## src/rtl/updown_mod_counter.sv

```systemverilog
// Up/down modulo counter with wrap, saturate and one-shot modes, terminal-count pulse and sticky overflow.
// Optional prescaler: define COUNTER_PRESCALE_EN to step only on every PRESCALE-th enabled cycle.
module updown_mod_counter #(
  parameter int WIDTH     = 6,
  parameter int MAX_COUNT = 63,
  parameter int PRESCALE  = 4
) (
  input  logic             clk,
  input  logic             rst,
  input  logic             en,
  input  logic             up_dn,
  input  logic             load,
  input  logic [WIDTH-1:0] load_val,
  input  logic             clr,
  input  logic [1:0]       mode,
  output logic [WIDTH-1:0] count,
  output logic             tc,
  output logic             ovf,
  output logic             busy
);

  typedef enum logic [1:0] {
    IDLE = 2'd0,
    RUN  = 2'd1,
    DONE = 2'd2
  } state_t;

  localparam logic [WIDTH-1:0] MAXV = WIDTH'(MAX_COUNT);

  state_t           state;
  logic             step_q;
  logic             step_ok;
  logic             mode_sat;
  logic             mode_one;
  logic             at_term;
  logic [WIDTH-1:0] term_val;
  logic [WIDTH-1:0] nxt;
  logic [WIDTH-1:0] load_clamped;

`ifdef COUNTER_PRESCALE_EN
  localparam int PW = (PRESCALE > 1) ? $clog2(PRESCALE) : 1;
  logic [PW-1:0] pcnt;

  // Prescaler only advances on enabled cycles and restarts on any load/clear.
  always_ff @(posedge clk) begin
    if (rst || clr || load) begin
      pcnt <= '0;
    end else if (en) begin
      pcnt <= (pcnt == PW'(PRESCALE - 1)) ? '0 : pcnt + 1'b1;
    end
  end

  assign step_q = en && (pcnt == PW'(PRESCALE - 1));
`else
  assign step_q = en;
`endif

  always_comb begin
    mode_sat     = (mode == 2'b01);
    mode_one     = (mode == 2'b10);
    term_val     = up_dn ? MAXV : '0;
    at_term      = (count == term_val);
    load_clamped = (load_val > MAXV) ? MAXV : load_val;
    nxt          = count;
    if (up_dn) begin
      nxt = at_term ? '0 : count + 1'b1;
    end else begin
      nxt = at_term ? MAXV : count - 1'b1;
    end
    // A finished one-shot ignores enable until reloaded or switched out of one-shot mode.
    step_ok = step_q && !((state == DONE) && mode_one);
  end

  always_ff @(posedge clk) begin
    if (rst || clr) begin
      count <= '0;
      tc    <= 1'b0;
      ovf   <= 1'b0;
      state <= IDLE;
    end else if (load) begin
      count <= load_clamped;
      tc    <= 1'b0;
      state <= RUN;
    end else if (step_ok) begin
      state <= RUN;
      if (at_term) begin
        if (mode_sat) begin
          tc  <= 1'b0;
          ovf <= 1'b1;
        end else if (mode_one) begin
          tc    <= 1'b0;
          state <= DONE;
        end else begin
          count <= nxt;
          tc    <= 1'b1;
          ovf   <= 1'b1;
        end
      end else begin
        count <= nxt;
        tc    <= (mode_sat || mode_one) && (nxt == term_val);
        if (mode_one && (nxt == term_val)) begin
          state <= DONE;
        end
      end
    end else begin
      tc <= 1'b0;
    end
  end

  assign busy = (state == RUN);

endmodule

```

## config.mk

```make
export PLATFORM = sky130hd
export DESIGN_NAME = updown_mod_counter
export DESIGN_NICKNAME = d
export VERILOG_FILES = /design/src/rtl/updown_mod_counter.sv
export SDC_FILE = /design/constraint.sdc
export NUM_CORES = 1
export LEC_CHECK = 0
export CAP_MARGIN = 10
export CORE_UTILIZATION = 41
export CTS_CLUSTER_DIAMETER = 50
export DETAILED_ROUTE_END_ITERATION = 8
export GPL_ROUTABILITY_DRIVEN = 0
export PLACE_DENSITY = 0.78
export SETUP_SLACK_MARGIN = 0.15
export SKIP_CTS_REPAIR_TIMING = 1
export SYNTH_ARGS = -nofsm -noshare
export SYNTH_HDL_FRONTEND = slang
export SYNTH_SLANG_ARGS = --single-unit
```

## constraint.sdc

```tcl
create_clock -name clk -period 4.6 [get_ports clk]
set_input_delay 1.15 -clock clk [delete_from_list [all_inputs] [get_ports clk]]
set_output_delay 1.15 -clock clk [all_outputs]
set_load 0.005 [all_outputs]
```

Word-level counts from Yosys, hierarchy flattened
Cells that the tools add are included.
- logic and storage cells: 52
- input port bits: 14
- output and inout port bits: 9
- bits in registers: 10
- bitwise gates (word level): 2
- mux-type cells: 21
- equal/unequal tests: 9
- add/subtract/negate cells: 2
- order comparisons: 1
- reductions and logical operators: 12
- operators by type and width (cell ; number):
    $mux W6 ; 10
    $eq A6 B6 Y1 ; 2
    $mux W2 ; 4
    $mux W1 ; 7
    $add A6 B1 Y6 const B ; 1
    $gt A6 B6 Y1 const B ; 1
    $ne A3 B3 Y1 const B ; 2
    $sub A6 B1 Y6 const B ; 1
    $eq A2 B1 Y1 const B ; 2
    $eq A2 B2 Y1 const B ; 2
    $logic_and A1 B1 Y1 ; 4
    $reduce_and A4 Y1 ; 1
    $reduce_and A3 Y1 ; 1
    $reduce_or A3 Y1 ; 1
    $logic_or A1 B1 Y1 ; 2
    $ne A2 B2 Y1 const B ; 1
    $not A1 Y1 ; 2
    $reduce_bool A2 Y1 ; 1
    $reduce_or A2 Y1 ; 1
    $logic_not A1 Y1 ; 1

Depth between registers and ports, before layout
- word-level depth: 10
- gate-level depth with buffers: 8
- depth with buffers taken out: 7

Least setup slack after synthesis
OpenSTA, ideal clock, no wires.
- path kind: input -> register
- start: input port up_dn
- end: register state[1]
- buffers on the path: 1
- slack: 2159 ps
- arrival: 2383 ps
- setup time: 58 ps
- stages: 6
- required time: 4542 ps
- cells stage by stage: clkbuf_1 nand2_1 a2111oi_0 o311ai_1 o211ai_2 o211a_1
- cells in the longest elaborated chain, start to end: 8
- elaborated cells on any way between the ends: 9
- classes of those cells: eq/ne (2); mux (6); reduce/logical (1)
- ends and longest elaborated chain (item ; line ; text):
    from (decl) ; 11 ; input logic up_dn,
    $mux W6 ; 61 ; term_val = up_dn ? MAXV : '0;
    $eq A6 B6 Y1 ; 62 ; at_term = (count == term_val);
    $mux W6 (on tied branches) ; 68, 66 ;
    $mux W6 ; 65 ; if (up_dn) begin
    $eq A6 B6 Y1 ; 101 ; if (mode_one && (nxt == term_val)) begin
    $logic_and A1 B1 Y1 ; 101 ;
    $mux W2 ; 101 ;
    $mux W2 * ; 86 ; if (at_term) begin
    to (signal assigned) ; 85 ; state <= RUN;
    to (signal assigned) ; 92 ; state <= DONE;
    to (signal assigned) ; 102 ; state <= DONE;
    to (decl) ; 30 ; state_t state;
Mark *: on every way between the ends. The rest lies on a longest branch, timed or not.
A chain may end at the register's enable or synchronous reset.

Worst setup path in the final report
- start: input port up_dn
- end: register count[4]
- cells in the longest elaborated chain, start to end: 9
- elaborated cells on any way between the ends: 13
- classes of those cells: eq/ne (3); mux (9); reduce/logical (1)
- ends and longest elaborated chain (item ; line ; text):
    $mux W6 ; 61 ;
    $eq A6 B6 Y1 ; 62 ;
    $mux W6 (on tied branches) ; 68, 66 ;
    $mux W6 ; 65 ;
    $mux W6 ; 90 ; end else if (mode_one) begin
    $mux W6 ; 87 ; if (mode_sat) begin
    $mux W6 ; 86 ;
    $mux W6 ; 84 ; end else if (step_ok) begin
    $mux W6 ; 80 ; end else if (load) begin
    to (signal assigned) ; 81 ; count <= load_clamped;
    to (signal assigned) ; 94 ; count <= nxt;
    to (signal assigned) ; 99 ; count <= nxt;
    to (decl) ; 16 ; output logic [WIDTH-1:0] count,
Parallel ways exist; a longest one is shown, timed or not. The select of a mux whose other input is x is not followed.

==> run summary <==
Drt drc: 0
CP max FO: 12
DP Area: 1150 um2
Root Driver: clkbuf_4
Worst Hold Class: register to register
Worst Path Required: 4.81 ns
Post-synthesis mux area share: 0.0107
Clock sink count: 10
WP data arrival: 3.15 ns
Fin area: 1190 um2
Clock-pin slew on the worst setup and hold paths: 0.07 ns
Worst-path cell chain: clkdlybuf4s50_1, and2_1, and3_4, o31ai_1, o311ai_0, a31oi_1
H-tree depth: 1
Final net count: 154
Setup ws final: 1.66 ns
Die area: 2470 um2
CTS Buffer Depth: 2
Slowest cell on crit path: clkdlybuf4s50_1
First-pass detailed-route iteration total: 4
Ys Warns: 0
Synth area leader: dfxtp_1
First-pass GRT wire length: 3900 um
Crit Path Category: primary input to register
Total CTS buffers: 3
Vias in the first global route: 897
Gr usage total: 0.196
Final hold violation count: 0
Share of cells above drive strength 1: 0.142
Top cell type's share of synthesized area: 0.214
I/O pin count: 23
Syn Std Cell Area: 933 um2
Simple-gate share of the synthesized area: 0.284
Grt total ovfl: 0
Fin Clk Skew: 0.00322 ns
Adder-Cell Fraction of Synth Area: 0.0670
Largest family of logic cells by synthesized area: compound AO/OA/AOI/OAI gates
Synth Flop Type: dfxtp_1
Cell count after placement: 157
Setup TNS: 0 ns
Outcome: finished clean
Compound-Gate Fraction of Synth Area: 0.339
IO Port Bufs: 22
Final setup fails: 0
Place WS: 1.45 ns
Largest net degree at the start of global routing: 20
Syn_area_per_cell: 8.12 um2
Chip Height: 49.7 um
Worst-margin pin slew: 0.644 ns
DR WL/cell: 14.2 um
FFs w/ async S/R, synth: 0
# diodes: 0
Post-synth EDFFs: 0
Clk_lat worst skew: 0.28 ns
Synth unique cells: 51
Pwr/cell area: 226 nW/um2
Peak supply drop: 0.147 mV
Seq/Total Area, Yosys: 0.214
CTS tree: yes
Max-slew violation count: 0
Max-slew headroom: 0.569
Startpoint types: primary input
Site Rows: 16
Starting Density: 0.457
DR vias: 987
Number of synthesized register bits: 10
Post-DR vias/cell: 6.13
Post-route non-filler standard cell count: 161
Die width: 49.7 um
Xor/xnor share of the synthesized area: 0.0188
R2R setup slack: 2.49 ns
CP endpoint kind: register
Leak: 0.428 nW
FILL cells: 191
DP HPWL: 1700 um
Area delta synth->final: 27.3%
Core ar.: 2040 um2
DR iter-0 viols: 38
Minimum clock period after layout: 2.94 ns
Tcrit/Tclk final: 0.640
Top cells by area, synth: dfxtp_1 21%, ha_1 6.7%, a21oi_1 3.8%
F_max: 0.340 GHz
Antenna Nets Post-Route: 0
Worst path max stage delay: 0.63 ns
Net Count, Synth: 134
Max-cap violations: 0
Syn Inst Count: 115
Unrepaired setup endpoints after global routing: no
Drt total wl: 2290 um
Initial antenna violation count: 0
-- power breakdown --
group | switching, W | total (W) | internal [W]
combinational | 0.0000410 | 0.0000848 | 0.0000438
sequential | 0.00000929 | 0.0000998 | 0.0000906
clock | 0.0000356 | 0.0000838 | 0.0000482
total | 0.0000859 | 0.000268 | 0.000183
-- state kept, by name (all words and copies together) (netlist names) --
register / flops
tc: 1
state: 2
count: 6
ovf: 1
-- cell type report --
type,instances,area (um2),share of cell area
inverters,7,26.3,0.0221
well taps,27,33.8,0.0284
flip-flops and latches,10,200,0.168
clock buffers,4,36.3,0.0305
repair buffers,22,220,0.185
multi-input cells,91,672,0.565
-- Yosys cell counts, types with 2 or more instances --
library cell	instances
nand3b_1	3
o22ai_1	2
o31ai_1	3
nor4_1	2
buf_2	4
nor3b_1	2
nand2b_1	2
a211oi_1	2
and2_1	2
a21oi_1	7
nor2_1	7
nor2b_1	3
nor3_1	3
or3_1	2
a211oi_2	2
o311ai_0	3
a31oi_1	2
dfxtp_1	10
inv_1	7
o21ai_0	3
ha_1	5
o21ai_1	2
clkbuf_1	2
nand2_1	7
or2_2	2
-- cell families (layout without fill, tap and decap cells) --
logic type / Yosys count / count (layout)
AO/OA/AOI/OAI: 40 / 40
XOR/XNOR: 2 / 2
adder cells (fa/ha/maj): 5 / 5
buffers and inverters: 14 / 33
flip-flops: 10 / 10
multiplexers: 1 / 1
AND/OR/NAND/NOR: 43 / 43
-- layer usage --
layer	wire, um	GRT usage
met5	0	0
met4	14	0.0524
met1	997	0.258
met3	150	0.0154
met2	1120	0.340
-- cells in the final DEF (no fill, tap or decap), drive strengths merged, types with 2 or more instances in the layout --
cell / instances
a2111oi: 2
a211oi: 4
a21oi: 8
a31o: 2
a31oi: 2
and2: 2
clkbuf: 4
clkdlybuf4s50: 22
dfxtp: 10
ha: 5
inv: 7
nand2: 7
nand2b: 2
nand3b: 3
nor2: 7
nor2b: 3
nor3: 4
nor3b: 2
nor4: 2
o21ai: 5
o22ai: 2
o311ai: 4
o31ai: 3
or2: 3
or3: 2
-- stage by stage --
stage / total power, W / hold WS (ns) / utilization
after global routing: 0.000282 / 0.514 / 0.582
after global placement: 0.000183 / 0.456 / 0.564
after detailed placement: 0.000185 / 0.459 / 0.564
after CTS: 0.000265 / 0.487 / 0.582
after floorplan: 0.000156 / 0.465 / -
final: 0.000268 / 0.482 / 0.582
-- worst max-delay path, delay by kind of cell --
family | cells | cell delay [ns]
compound gates | 3 | 0.85
simple gates | 2 | 0.52
buf+inv | 1 | 0.63
-- worst paths after layout --
path | from | end | cells after the start
worst max register to register | count[0]$_SDFFE_PP0P_ | state[1]$_SDFFE_PP0P_ | 7
worst min register to register | ovf$_SDFFE_PP0P_ | ovf$_SDFFE_PP0P_ | 1
worst max-delay path | up_dn | count[4]$_SDFFE_PP0P_ | 6
worst min-delay path | ovf$_SDFFE_PP0P_ | ovf$_SDFFE_PP0P_ | 1
Power figures use the tool's default switching activity.
